### config.mk
export PLATFORM = sky130hd
export DESIGN_NAME = d16_fetch
export DESIGN_NICKNAME = d
export VERILOG_FILES = /design/src/rtl/d16_pkg.sv /design/src/rtl/d16_ififo.sv /design/src/rtl/d16_fetch.sv
export SDC_FILE = /design/constraint.sdc
export NUM_CORES = 1
export LEC_CHECK = 0
export ABC_AREA = 1
export ABC_CLOCK_PERIOD_IN_PS = 2100
export CORE_ASPECT_RATIO = 0.75
export CORE_MARGIN = 4
export CORE_UTILIZATION = 35
export CTS_CLUSTER_SIZE = 10
export DETAILED_ROUTE_END_ITERATION = 8
export SYNTH_ARGS = -nofsm -noshare
export SYNTH_HDL_FRONTEND = slang
export SYNTH_HIERARCHICAL = 1
export SYNTH_SLANG_ARGS = --single-unit
### constraint.sdc
create_clock -name sys_clk -period 2.1 [get_ports sys_clk]
set_clock_uncertainty 0.1 [all_clocks]
set_input_delay 0.21 -clock sys_clk [delete_from_list [all_inputs] [get_ports sys_clk]]
set_output_delay 0.21 -clock sys_clk [all_outputs]
set_load 0.005 [all_outputs]
### src/rtl/d16_pkg.sv
// rtl/d16_pkg.sv - shared d16 fetch defaults and the fetch request state type
//
// Defaults for the fetch stage's word-address width, FIFO depth and reset PC,
// and the encoded state type of the memory request FSM.

package d16_pkg;

  localparam int          D16_AW          = 16;
  localparam int          D16_FETCH_DEPTH = 2;
  localparam logic [15:0] D16_RESET_PC    = 16'h0000;

  // ST_DISCARD is a request in flight whose data must be thrown away because
  // a redirect arrived after it was issued.
  typedef enum logic [1:0] {
    ST_IDLE    = 2'd0,
    ST_REQ     = 2'd1,
    ST_DISCARD = 2'd2
  } fetch_state_e;

endpackage

### src/rtl/d16_ififo.sv
// rtl/d16_ififo.sv - synchronous instruction FIFO of the d16 fetch stage
//
// Ports:
//   clk, rst_n   clock and asynchronous active-low reset
//   push, din    write din at the tail
//   pop          drop the head entry
//   flush        empty the FIFO; wins over push and pop
//   head         current head entry (registered storage, no bypass from din)
//   empty, full  occupancy flags
//   count        number of valid entries, 0..DEPTH

module d16_ififo #(
  parameter int  W     = 48,
  parameter int  DEPTH = 2,
  localparam int PW    = $clog2(DEPTH),
  localparam int CW    = PW + 1
) (
  input  logic          clk,
  input  logic          rst_n,
  input  logic          push,
  input  logic          pop,
  input  logic          flush,
  input  logic [W-1:0]  din,
  output logic [W-1:0]  head,
  output logic          empty,
  output logic          full,
  output logic [CW-1:0] count
);

  logic [W-1:0]  mem_q [DEPTH];
  logic [W-1:0]  mem_d [DEPTH];
  logic [PW-1:0] rd_q, rd_d, wr_q, wr_d;
  logic [CW-1:0] cnt_q, cnt_d;
  logic          do_push, do_pop;

  assign empty   = (cnt_q == '0);
  assign full    = (cnt_q == CW'(DEPTH));
  assign do_pop  = pop && !empty;
  // A full FIFO may still accept a word if the head leaves in the same cycle.
  assign do_push = push && (!full || do_pop);

  always_comb begin
    mem_d = mem_q;
    rd_d  = rd_q;
    wr_d  = wr_q;
    cnt_d = cnt_q;
    if (flush) begin
      rd_d  = '0;
      wr_d  = '0;
      cnt_d = '0;
    end else begin
      if (do_push) begin
        mem_d[wr_q] = din;
        wr_d        = wr_q + PW'(1);
      end
      if (do_pop) begin
        rd_d = rd_q + PW'(1);
      end
      cnt_d = cnt_q + CW'(do_push) - CW'(do_pop);
    end
  end

  always_ff @(posedge clk or negedge rst_n) begin
    if (!rst_n) begin
      for (int i = 0; i < DEPTH; i++) begin
        mem_q[i] <= '0;
      end
      rd_q  <= '0;
      wr_q  <= '0;
      cnt_q <= '0;
    end else begin
      mem_q <= mem_d;
      rd_q  <= rd_d;
      wr_q  <= wr_d;
      cnt_q <= cnt_d;
    end
  end

  assign head  = mem_q[rd_q];
  assign count = cnt_q;

endmodule

### src/rtl/d16_fetch.sv
// rtl/d16_fetch.sv - d16 instruction fetch stage: PC, memory requests, FIFO
//
// Ports:
//   sys_clk, sys_rst_n   clock and asynchronous active-low reset
//   en                   fetch enable; low stops new requests
//   im_adr, im_stb       registered word request, held until im_ack
//   im_ack, im_dat       memory response
//   instr, instr_pc      FIFO head word and its address
//   instr_valid          FIFO not empty
//   instr_ready          downstream accepts the head
//   jmp_en, jmp_addr     redirect pulse and target

module d16_fetch
  import d16_pkg::*;
#(
  parameter int            AW       = D16_AW,
  parameter int            DEPTH    = D16_FETCH_DEPTH,
  parameter logic [AW-1:0] RESET_PC = AW'(D16_RESET_PC)
) (
  input  logic          sys_clk,
  input  logic          sys_rst_n,
  input  logic          en,
  output logic [AW-1:0] im_adr,
  output logic          im_stb,
  input  logic          im_ack,
  input  logic [31:0]   im_dat,
  output logic [31:0]   instr,
  output logic [AW-1:0] instr_pc,
  output logic          instr_valid,
  input  logic          instr_ready,
  input  logic          jmp_en,
  input  logic [AW-1:0] jmp_addr
);

  localparam int CW = $clog2(DEPTH) + 1;

  fetch_state_e   state_q, state_d;
  logic [AW-1:0]  pc_q, pc_d;
  logic [AW-1:0]  adr_q, adr_d;

  logic           stb_ack;
  logic           push, pop, issue;
  logic [CW-1:0]  fifo_count, count_after;
  logic           fifo_empty, fifo_full;
  logic [AW+31:0] fifo_head;

  // An ack only means something while a request is actually on the bus.
  assign stb_ack = im_ack && (state_q != ST_IDLE);

  // A redirect flushes the FIFO, so the pop and any live push are moot then.
  assign pop  = !fifo_empty && instr_ready && !jmp_en;
  assign push = stb_ack && (state_q == ST_REQ) && !jmp_en && (!fifo_full || pop);

  // Occupancy once this cycle's push and pop land; a new request reserves the
  // slot its word will need, so the FIFO cannot overflow.
  assign count_after = fifo_count + CW'(push) - CW'(pop);

  assign issue = en && !jmp_en && (count_after < CW'(DEPTH)) &&
                 ((state_q == ST_IDLE) || ((state_q == ST_REQ) && stb_ack));

  always_comb begin
    state_d = state_q;
    pc_d    = pc_q;
    adr_d   = adr_q;

    if (jmp_en) begin
      pc_d = jmp_addr;
    end else if (push) begin
      pc_d = pc_q + AW'(1);
    end

    case (state_q)
      ST_IDLE: begin
        if (issue) state_d = ST_REQ;
      end
      ST_REQ: begin
        if (stb_ack)     state_d = issue ? ST_REQ : ST_IDLE;
        else if (jmp_en) state_d = ST_DISCARD;
      end
      ST_DISCARD: begin
        if (stb_ack) state_d = ST_IDLE;
      end
      default: state_d = ST_IDLE;
    endcase

    // Back-to-back requests target the already incremented PC.
    if (issue) adr_d = pc_d;
  end

  always_ff @(posedge sys_clk or negedge sys_rst_n) begin
    if (!sys_rst_n) begin
      state_q <= ST_IDLE;
      pc_q    <= RESET_PC;
      adr_q   <= RESET_PC;
    end else begin
      state_q <= state_d;
      pc_q    <= pc_d;
      adr_q   <= adr_d;
    end
  end

  d16_ififo #(
    .W     (AW + 32),
    .DEPTH (DEPTH)
  ) u_ififo (
    .clk   (sys_clk),
    .rst_n (sys_rst_n),
    .push  (push),
    .pop   (pop),
    .flush (jmp_en),
    .din   ({pc_q, im_dat}),
    .head  (fifo_head),
    .empty (fifo_empty),
    .full  (fifo_full),
    .count (fifo_count)
  );

  assign im_stb      = (state_q != ST_IDLE);
  assign im_adr      = adr_q;
  assign instr       = fifo_head[31:0];
  assign instr_pc    = fifo_head[AW+31:32];
  assign instr_valid = !fifo_empty;

endmodule
[Yosys cells after proc, flatten, opt, wreduce, memory -nomap -nowiden]
Cells that the tools add are included.
Widths: inputs -> output; s select.
Word-level totals
  logic and storage cells: 72
  input port bits: 54
  bits in registers: 134
Cells by class
  $add $sub $neg: 7
  order comparisons: 4
  bitwise operators: 3
  eq/ne operators: 6
  reductions and logical operators: 25
  multiplexer cells: 19
Operator list (number)
  $mux 48: 4
  $bwmux 96: 1
  $demux 48 s1: 1
  $mux 16: 2
  $add 16x1->16 const B: 1
  $logic_and 1x1->1: 12
  $mux 2: 5
  $pmux 2 s3: 1
  $reduce_bool 2->1: 3
  $mux 1: 5
  $add 2x1->2: 2
  $eq 2x2->1 const B: 2
  $ge 2x2->1 const B: 2
  $logic_not 2->1: 2
  $ne 2x2->1 const B: 2
  $not 1->2: 2
  $sub 2x1->2: 2
  $logic_not 1->1: 3
  $logic_or 1x1->1: 3
  $ne 3x3->1 const B: 1
  $reduce_and 3->1: 1
  $add 1x1->1 const B: 2
  $eq 2x1->1 const B: 1
  $lt 2x1->1 const B: 1
  3 further kinds: 3

[Depth between registers and ports, before layout]
  word-level depth: 14
  mapped depth: 15
  depth with buffers taken out: 13

[Modules after synthesis]
Netlist, hierarchy kept.
Modules (own cells, without submodules)
  d16_ififo: area an instance 4802.1 µm², sequential area each 2502.4 µm², times used 1, cells each 617
  d16_fetch: area an instance 1993.2 µm², sequential area each 850.8 µm², times used 1, cells each 262

[Least setup slack after synthesis]
No wires, ideal clock.
  kind: flip-flop to flip-flop
  start: register u_ififo.cnt_q[1] (netlist: u_ififo/count[1])
  end: register u_ififo.cnt_q[1] (netlist: u_ififo/count[1])
  buffers on the path: 2
  library setup time: 0.119 ns
  clock period less this slack: 2.256 ns
  path slack: -0.156 ns
  stages on the path, launching flop included: 15
  data arrival time: 2.037 ns
  required time: 1.881 ns
  cells stage by stage: dfrtp_1 nor2_1 inv_1 nand3_4 nand2_4 nand2_2 inv_2 buf_2 buf_2 nand2_1 ha_1 inv_1 ha_1 a21oi_1 nor2_1
On the way
  cells in the longest elaborated chain, start to end: 10
  elaborated cells on any way between the ends: 14
  those cells by class: 2 x add/sub; 1 x eq/ne; 1 x mux; 10 x reduce/logical
Ends and longest elaborated chain
  start: declaration: RTL line d16_ififo.sv:33  | logic [CW-1:0] cnt_q, cnt_d;
  start signal: assignment: RTL line d16_ififo.sv:75  | cnt_q <= cnt_d;
  $logic_not 2->1: RTL line d16_ififo.sv:36  | assign empty = (cnt_q == '0);
  named net fifo_empty: RTL line d16_fetch.sv:44  | logic fifo_empty, fifo_full;
  $logic_not 1->1
  named net instr_valid: RTL line d16_fetch.sv:29  | output logic instr_valid,
  $logic_and 1x1->1 (2 in a row): RTL line d16_fetch.sv:51  | assign pop = !fifo_empty && instr_ready && !jmp_en;
  $logic_or 1x1->1: RTL line d16_fetch.sv:52  | assign push = stb_ack && (state_q == ST_REQ) && !jmp_en && (!fifo_full || pop);
  $logic_and 1x1->1: RTL line d16_fetch.sv:52
  named net push: RTL line d16_fetch.sv:42  | logic push, pop, issue;
  $logic_and 1x1->1: RTL line d16_ififo.sv:40  | assign do_push = push && (!full || do_pop);
  $add 2x1->2: RTL line d16_ififo.sv:59  | cnt_d = cnt_q + CW'(do_push) - CW'(do_pop);
  $sub 2x1->2: RTL line d16_ififo.sv:59
  $mux 2: RTL line d16_ififo.sv:47  | if (flush) begin
  named net u_ififo.cnt_d[1]: RTL line d16_ififo.sv:33
The timed path passes the listed nets, and every way through them passes these cells.
A chain may end at the register's enable or synchronous reset.

[Worst setup path in the final report]
  start: register u_ififo.rd_q
  end: output port instr[5]
On the way
  cells in the longest elaborated chain, start to end: 4
Ends and longest elaborated chain
  start: declaration: RTL line d16_ififo.sv:32  | logic [PW-1:0] rd_q, rd_d, wr_q, wr_d;
  start signal: assignment: RTL line d16_ififo.sv:73  | rd_q <= rd_d;
  $not 1->2 (implied by the code): RTL line d16_ififo.sv:79  | assign head = mem_q[rd_q];
  $mux 48 (implied by the code) (3 in a row): RTL line d16_ififo.sv:79
  end: declaration: RTL line d16_fetch.sv:27  | output logic [31:0] instr,
No other way between the ends. The select of a mux whose other input is x is not followed.

==> out/metrics.cfg <==
[timing]
slew_headroom_pct = 70.6
fmax_ghz = 0.492
worst_pin_slew_ns = 0.441
layout_setup_ws_ns = 0.0658
setup_tns_ns = 0
hold_violations = 0
fin_crit_ns = 2.03
finalSetupViolCount = 0
drv_slew = 0
period_share_pct = 96.9
rsz0062_at_grt = yes

[power_and_ir_drop]
p_total_mw = 8.28
leakage_nw = 5.02
pwr-share-clk_pct = 36.9
power.share.switching_pct = 27.8
p_seq_share_pct = 40.4
combPwrFrac_pct = 22.7
power_density_nw_per_um2 = 895
max-vdd-ir-drop_v = 0.000462
power_switching_mw = 2.30
intPower_mw = 5.98

[setup_path]
crit_type = flop to primary output
slowest_stage = clkdlybuf4s50_1
cp_num_buf_inv = 2
cp.required_ns = 1.79
cp_top_family = buffers and inverters
crit_top_cell = nand2_1
arrival_ns = 1.72
worstPathMaxFanout = 18
critPathCaptureType = primary output
crit_path_start_kind = flop
crit_path_max_incr_delay_ns = 0.49
crit_chain = buf_6 > nand2_1 > nand2_1 > clkdlybuf4s50_1

[clocking]
cts_tree = done
clock_sinks = 134
cts_root_buffer = clkbuf_16
cts_buffers = 17
clk_latency_ns = 0.42
htreeDepth = 4
clk_pin_slew_ns = 0.06
cts_max_path_buffers = 2

[die]
start_util_pct = 36.2
ios = 120
die_h_um = 129
fp-row-count = 43
fp.dieArea_um2 = 21700
die_x_um = 169
core-area_um2 = 18800

[synthesis]
yosys_warnings = 6
ys_seq_area_share_pct = 49.3
syn_inst = 879
syn_nets = 937
synth_edf_count = 0
yosysUniqueCellTypes = 37
synth-async-reset-ratio_pct = 100
ys_ff_latch = 134
syn_area_um2 = 6800
syn_area_per_cell_um2 = 7.73
synth-main-ff-cell = dfrtp_1

[final_layout]
final_cell_mix = nand2_1 (447), dfrtp_1 (132), nand4_1 (101)
drive_gt1_share_pct = 11.9
layout.cells.non_filler = 1267
ff_latch_area_um2 = 3360
antenna_cells = 0
finalInstanceArea_um2 = 9260
synthToLayoutAreaGrowth_pct = 36.3
fillers = 1856
final_nets = 1066
final_common_cell = nand2_1
multi_input_area_um2 = 3010

[global_routing]
grt_pass1_vias = 6017
antenna_found_initial = 0
grt_overflow = 0
gr-usage-all-layers_pct = 18.1
grt_max_degree = 64
grt_pass1_wl_mm = 31.6

[detailed_routing]
finalWirelength_mm = 19.7
wl_per_cell_um = 15.5
drc = 0
drt_first_pass_iters = 5
ant_nets = 0
viasPerCell = 4.88
drt-initial-drc-count = 501
vias = 6189

[placed_design]
dpl.cell_count = 1220
pre_cts_ws_ns = -0.202
post_dp_cell_area_um2 = 8390
portBuffers = 119
routabilityCongestion = 0.773
dp_hpwl_mm = 12.1

[job]
cap_viol_max_count = 0

[run_status]
status = finished clean

[hold_path]
hold_path.class = input port to asynchronous set/reset pin

==> per-stage QoR <==
step	utilization [%]	hold slack, ns
4_1_cts	47.9	0.186
6_report	49.3	0.182
2_1_floorplan	-	-0.186
3_5_place_dp	44.7	0.0660
3_3_place_gp	44.7	0.0661
5_1_grt	49.3	0.213
==> registers in the layout (all words and copies together), names as in the netlist <==
| signal | flops |
|---|---|
| state_q | 2 |
| pc_q | 16 |
| u_ififo/wr_q | 1 |
| u_ififo/rd_q | 1 |
| u_ififo/mem_q | 96 |
| im_adr | 16 |
| u_ififo/count | 2 |
==> cells by family after synthesis <==
logic type / after synthesis / synth area share (%)
compound gates: 22 / 1.84
xor+xnor: 3 / 0.387
fa+ha+maj: 4 / 0.737
buf+inv: 94 / 6.78
flops: 134 / 49.3
simple gates: 622 / 40.9
==> cell usage after synthesis (2+ instances only) <==
| library cell | instances | share of area (%) |
|---|---|---|
| o211ai_1 | 2 | 0.22 |
| nor2_2 | 2 | 0.18 |
| inv_2 | 3 | 0.17 |
| and2_1 | 3 | 0.28 |
| clkbuf_1 | 19 | 1.0 |
| buf_2 | 21 | 1.5 |
| inv_1 | 31 | 1.7 |
| o21ai_1 | 2 | 0.15 |
| nor3_1 | 2 | 0.15 |
| nor2_1 | 18 | 0.99 |
| buf_1 | 4 | 0.22 |
| buf_4 | 10 | 1.1 |
| nand2_1 | 447 | 25 |
| xnor2_1 | 3 | 0.39 |
| nand2_2 | 11 | 1.0 |
| a21oi_1 | 5 | 0.37 |
| nand3_4 | 2 | 0.52 |
| dfrtp_1 | 134 | 49 |
| or2_2 | 4 | 0.37 |
| nand4_1 | 101 | 9.3 |
| nand3_1 | 22 | 1.6 |
| o21ai_0 | 9 | 0.66 |
| nor2_4 | 3 | 0.50 |
| nand3_2 | 3 | 0.44 |
| buf_6 | 3 | 0.50 |
| ha_1 | 4 | 0.74 |
==> path summary, 6_finish.rpt <==
kind,from,end,slack [ns],depth (start not counted)
max in group asynchronous,sys_rst_n,im_adr[12],1.11,3
setup / recovery,u_ififo/rd_q,instr[5],0.07,4
hold / removal,sys_rst_n,u_ififo/mem_q[73],0.18,2
hold reg to reg,u_ififo/mem_q[52],u_ififo/mem_q[52],0.37,2
setup reg to reg,u_ififo/count[1],im_adr[12],0.11,13
min in group sys_clk,jmp_addr[5],pc_q[5],0.27,3
==> routing by layer <==
| metal | track usage (%) | up-vias | share of wire [%] |
|---|---|---|---|
| met3 | 5.28 | 11 | 7.2 |
| met4 | 3.82 | 0 | 0.72 |
| met5 | 0 | - | 0 |
| met1 | 26.5 | 2882 | 49 |
| met2 | 26.8 | 191 | 43 |
| li1 | - | 3105 | - |
==> layout make-up <==
class / instances / share of cell area (%)
sequential: 134 / 36.2
inverter: 36 / 1.70
clock buffer: 23 / 5.16
clock inverter: 8 / 1.32
timing repair buffer: 168 / 19.7
tap: 247 / 3.34
multi-input combinational: 651 / 32.6
==> timing repair <==
| action | in CTS | in global routing |
|---|---|---|
| buffers inserted | 0 | 11 |
| hold endpoints to repair | 42 | 0 |
| pin swaps | 0 | 3 |
| hold buffers | 1 | 0 |
| cloned | 1 | 3 |
| gates resized for setup | 29 | 41 |
| endpoints found under the setup margin | 48 | 38 |
==> power groups by stage <==
stage / registers [mW] / logic (mW) / clock network (mW)
floorplan: 3.32 / 0.855 / 0
global placement: 3.38 / 2.02 / 0
detailed placement: 3.38 / 2.04 / 0
CTS: 3.35 / 1.92 / 3.11
global route: 3.41 / 2.11 / 3.22
finish: 3.35 / 1.88 / 3.06
Note: power is estimated with default switching activity, not from simulation.
